$ cat src/rtl/iter_ctrl.sv
// Iteration sequencer: loads an external 2-bit pass counter, runs WAIT_CYC
// processing cycles per pass, steps the counter until carry-out, then holds done.
module iter_ctrl #(
  parameter int unsigned WAIT_CYC = 1
) (
  input  logic       clk,
  input  logic       rst,
  input  logic       start,
  input  logic [1:0] init_val,
  input  logic       ack,
  input  logic       cnt_cout,
  output logic       cnt_ld,
  output logic [1:0] cnt_ld_val,
  output logic       cnt_inc,
  output logic       dp_ld,
  output logic       dp_en,
  output logic       busy,
  output logic       done
);

  localparam logic [3:0] WLAST = 4'(WAIT_CYC - 1);

  typedef enum logic [2:0] {
    IDLE,
    INIT,
    PROC,
    STEP,
    DONE
  } state_t;

  state_t     state;
  state_t     state_nxt;
  logic [1:0] iv_q;
  logic [1:0] iv_nxt;
  logic [3:0] wcnt;
  logic [3:0] wcnt_nxt;
  logic       wlast;

  assign wlast = (wcnt == WLAST);

  always_ff @(posedge clk) begin
    if (rst) begin
      state <= IDLE;
      iv_q  <= 2'd0;
      wcnt  <= 4'd0;
    end else begin
      state <= state_nxt;
      iv_q  <= iv_nxt;
      wcnt  <= wcnt_nxt;
    end
  end

  // Outputs depend on state and iv_q only; inputs steer next state alone.
  always_comb begin
    state_nxt  = state;
    iv_nxt     = iv_q;
    wcnt_nxt   = wcnt;
    cnt_ld     = 1'b0;
    cnt_ld_val = 2'd0;
    cnt_inc    = 1'b0;
    dp_ld      = 1'b0;
    dp_en      = 1'b0;
    busy       = 1'b0;
    done       = 1'b0;
    unique case (state)
      IDLE: begin
        if (start) begin
          iv_nxt    = init_val;
          state_nxt = INIT;
        end
      end
      INIT: begin
        cnt_ld     = 1'b1;
        dp_ld      = 1'b1;
        cnt_ld_val = iv_q;
        busy       = 1'b1;
        wcnt_nxt   = 4'd0;
        state_nxt  = PROC;
      end
      PROC: begin
        dp_en = 1'b1;
        busy  = 1'b1;
        if (wlast) begin
          wcnt_nxt  = 4'd0;
          state_nxt = cnt_cout ? DONE : STEP;
        end else begin
          wcnt_nxt = wcnt + 4'd1;
        end
      end
      STEP: begin
        cnt_inc   = 1'b1;
        busy      = 1'b1;
        wcnt_nxt  = 4'd0;
        state_nxt = PROC;
      end
      DONE: begin
        done = 1'b1;
        busy = 1'b1;
        if (ack) state_nxt = IDLE;
      end
      default: state_nxt = IDLE;
    endcase
  end

endmodule

$ cat config.mk
export PLATFORM = sky130hd
export DESIGN_NAME = iter_ctrl
export DESIGN_NICKNAME = d
export VERILOG_FILES = /design/src/rtl/iter_ctrl.sv
export SDC_FILE = /design/constraint.sdc
export NUM_CORES = 1
export LEC_CHECK = 0
export CAP_MARGIN = 10
export CORE_UTILIZATION = 30
export DETAILED_ROUTE_END_ITERATION = 8
export PLACE_DENSITY_LB_ADDON = 0.2
export SYNTH_ARGS = -nofsm -noshare
export SYNTH_HDL_FRONTEND = slang
export SYNTH_SLANG_ARGS = --single-unit
$ cat constraint.sdc
create_clock -name clk -period 1 [get_ports clk]
set_input_delay 0.2 -clock clk [delete_from_list [all_inputs] [get_ports clk]]
set_output_delay 0.2 -clock clk [all_outputs]
set_load 0.01 [all_outputs]
==> Yosys cells after proc, flatten, opt, wreduce, memory -nomap -nowiden <==
Cells that the tools add are included.
{ "word_totals": {"register_bits": 9, "inputBits": 7, "out_inout_bits": 8, "word_cells": 31} }
{ "classes": {"add_sub_neg": 1, "eq_ne": 7, "mux": 13, "reduce_logical": 7} }
{ "ops": {"columns": ["op", "count"], "rows": [
  ["3-bit two-way mux", 4],
  ["3-bit one-hot mux with 4 select lines", 1],
  ["4-bit one-hot mux with 2 select lines", 1],
  ["3-bit by 2-bit equality test with 1-bit output (second input constant)", 2],
  ["2-bit inequality test (second input constant)", 3],
  ["1-bit two-way mux", 5],
  ["4-bit by 1-bit adder with 4-bit output (second input constant)", 1],
  ["4-bit zero test", 1],
  ["4-bit two-way mux", 1],
  ["4-bit OR reduction", 1],
  ["3-bit by 1-bit equality test with 1-bit output (second input constant)", 1],
  ["3-bit equality test (second input constant)", 1],
  ["3-bit zero test", 1],
  ["3-bit AND reduction", 1],
  ["2-bit two-way mux", 1],
  ["2-bit AND reduction", 1],
  ["2-bit nonzero test", 1],
  ["2-bit OR reduction", 1]
]} }

==> Logic depth before layout (Yosys ltp) <==
{ "depth": {"word_depth": 3, "mapped_depth": 5} }

==> Worst setup path before layout <==
Ideal clock, no wire load.
{ "synth_path": {"kind": "register -> output", "startpoint": "register state[0]", "endpoint": "output port cnt_ld_val[0]", "t_arrival_ns": 1.055, "slack_ns": -0.255, "stages_incl_launch_ff": 4, "path_buffers": 1, "cell_sequence": "dfxtp_1 -> buf_2 -> nor3b_2 -> and2_1"} }
{ "synth_between": {"elab_chain_cells": 2} }
{ "synth_lines": {"columns": ["item", "line", "text"], "rows": [
  ["from (decl)", "31", "state_t state;"],
  ["from (signal assigned)", "47", "state <= state_nxt;"],
  ["3-bit by 1-bit equality test with 1-bit output", "65", "unique case (state)"],
  ["2-bit two-way mux", "65", null],
  ["to (decl)", "13", "output logic [1:0] cnt_ld_val,"]
]} }
No other way between the ends.

==> Worst setup path in the final report <==
{ "layout_path": {"startpoint": "register state[1]", "endpoint": "output port cnt_ld_val[0]"} }
Same word-level chain as after synthesis.

==> metrics.cfg <==
[floorplanning]
io_pins=15
fp.dieH_um=44.2
core_mm2=0.00158
start_util_pct=33.9
die_w_um=44.2
fp.dieArea_mm2=0.00195
rows=14

[logic_synthesis]
yosys_most_used_dff=dfxtp_1
seq_area_frac_synth_pct=33.7
yosys.area_share.simple_pct=35.6
synth_area_per_cell_um2=8.62
synth-warning-count=0
syn_inst=62
synth_cell_type_count=30
synth.area.mux_share_pct=3.75
async_flop_share_pct=0
synth_compound_area_share_pct=13.6
synthAdderAreaFrac_pct=4.68
synth_nets=71
synth_top_family_by_area=simple AND/OR/NAND/NOR gates
synth-seq-cells=9
synth_area_um2=534
synth_xor_area_share_pct=1.64
synth-edff-count=0

[sta]
final.min_clock_period_ns=1.39
hold_violations=0
worstMarginPinSlew_ns=0.410
final.setup.worst_slack_ns=-0.392
rsz0062_at_grt=true
drv_slew=0
setup_violations=17
period_share_pct=139
skew_ns=0.00360
max_slew_margin_pct=72.6
fmaxAchievable_mhz=718

[pwr]
leakagePower_uw=0.000453
ir_drop_mv=0.739
power_density_mw_per_mm2=979

[final_layout]
drive_gt1_share_pct=61.2
final_area_mm2=0.00102
synthToLayoutAreaGrowth_pct=90.9
diodes=0
final_nets=113
fin_util_pct=64.7

[worst_setup_path]
criticalPathCategory=flop to output pin
crit_path_end_kind=output pin
r2r_setup_slack_ns=-0.34
r2r-end=iv_q[1]$_SDFFE_PP0P_
cp-start-kind=flop
worst-r2r-cell-count=5
rr_startpoint=state[2]$_SDFFE_PP0P_
crit_arrival_ns=1.19
cp.required_ns=0.80
critPathMaxFanout=4

[clock_network]
cts.sinks=9
h-tree-depth=1
cts-root-buf=clkbuf_4
clk_pin_slew_ns=0.06
cts_buffers=3
clockBufferDepth=2
cts_tree=built
clk_latency_ns=0.27

[drt]
ant_nets=0
post_drt_wl_per_cell_um=14.6
viasPerCell=5.01
vias=596
wirelength_mm=1.74
dr.pass1.iters=4
drtIter0Drc=9
drc_errors=0

[job]
maxCapViolations=0

[run_status]
status=finished with violations
violations=negative setup slack

[hold_path]
min_to=iv_q[0]$_SDFFE_PP0P_
hold_path_class=flop to flop
worstHoldStart=iv_q[0]$_SDFFE_PP0P_
hold_depth=2

[global_route]
antenna_found_initial=0
overflow=0
grtUsageTotal_pct=16.8
grt_pass1_vias=531
grt_pass1_wl_mm=2.34
grt_max_degree=10

[placement]
dp_hpwl_um=973
placed_cell_area_um2=830
port_buffers=14
gp_congestion=0.740

-- cell type report --
cell class / count / area [um2]
timing repair buffer: 42 / 364
sequential: 9 / 194
inverter: 3 / 11.3
multi-input combinational: 45 / 404
fill: 142 / 557
clock buffer: 4 / 26.3
tap: 16 / 20.0
-- Yosys cell counts (2+ instances only) --
library cell | instances | area [um2]
inv_1 | 3 | 11.3
o22ai_1 | 2 | 12.5
and2_1 | 3 | 18.8
buf_2 | 3 | 15.0
nor2_1 | 6 | 22.5
o21ai_0 | 2 | 10.0
a21oi_1 | 3 | 15.0
nor3b_2 | 2 | 25.0
nor2b_1 | 2 | 12.5
mux2i_1 | 2 | 20.0
nand2_1 | 5 | 18.8
nand2b_1 | 2 | 12.5
ha_1 | 2 | 25.0
dfxtp_1 | 9 | 180
-- through the flow --
step,hold WS [ns],setup TNS (ns),instances,setup slack [ns],total power (uW)
after floorplan,0.347,-0.774,62,-0.121,519
after global placement,0.485,-5.94,105,-0.497,637
after detailed placement,0.489,-6.07,105,-0.475,638
after CTS,0.519,-4.18,115,-0.390,936
after global routing,0.544,-5.22,119,-0.437,1040
final,0.520,-4.57,119,-0.392,998
-- worst max-delay path by stage --
stage / from / to / slack, ns / depth (start not counted)
after global routing: state[1]$_SDFFE_PP0P_ / cnt_ld_val[0] / -0.44 / 4
after detailed placement: state[1]$_SDFFE_PP0P_ / busy / -0.48 / 3
after CTS: state[2]$_SDFFE_PP0P_ / cnt_ld_val[1] / -0.39 / 4
final: state[1]$_SDFFE_PP0P_ / cnt_ld_val[0] / -0.39 / 4
after global placement: state[1]$_SDFFE_PP0P_ / busy / -0.50 / 3
after floorplan: state[0]$_SDFFE_PP0P_ / cnt_ld_val[0] / -0.12 / 3
-- report_power, final --
| part | total, uW | switching, uW | internal [uW] |
|---|---|---|---|
| Clock | 293 | 139 | 155 |
| Combinational | 317 | 121 | 196 |
| Sequential | 388 | 17.4 | 371 |
| Total | 998 | 277 | 721 |
-- flip-flops by register name (all words and copies together) (netlist names) --
register  cells
wcnt          4
state         3
iv_q          2
-- cells by family (layout without fill, tap and decap cells) --
| family | count (synthesis) | after routing |
|---|---|---|
| AOI/OAI and AO/OA | 12 | 12 |
| xor gates and xnor gates | 1 | 1 |
| adders and majority gates | 2 | 2 |
| buffers and inverters | 8 | 49 |
| DFF | 9 | 9 |
| muxes | 2 | 2 |
| and+or+nand+nor | 28 | 28 |
-- critical path, stage by stage, from the launching register on --
cell and delay, ns:
dfxtp_4 0.37, nor3b_4 0.20, buf_4 0.14, and2_4 0.13, buf_6 0.09
-- cells in the final DEF (no fill, tap or decap), types with 2 or more instances in the layout --
master / n
clkdlybuf4s50_1: 6
nand2b_1: 2
clkbuf_4: 3
buf_12: 2
nand2_1: 4
inv_2: 3
dfxtp_4: 3
nor3b_2: 2
nor2_1: 5
a21oi_1: 2
and2_4: 2
buf_2: 4
buf_4: 25
dfxtp_2: 2
dfxtp_1: 4
buf_6: 5
mux2i_1: 2
-- timing repair --
action                                  in CTS  in global routing
endpoints found under the setup margin      17                 17
gates resized for setup                     48                  7
buffers inserted                             6                  5
hold buffers                                 0                  0
pin swaps                                   10                  3
-- layer usage --
metal / part of all wire (%) / GRT usage (%)
met5: 0 / 0
met4: 3.8 / 7.27
met1: 43 / 24.3
met2: 50 / 24.7
met3: 3.2 / 2.45
(Power assumes the default switching activity.)
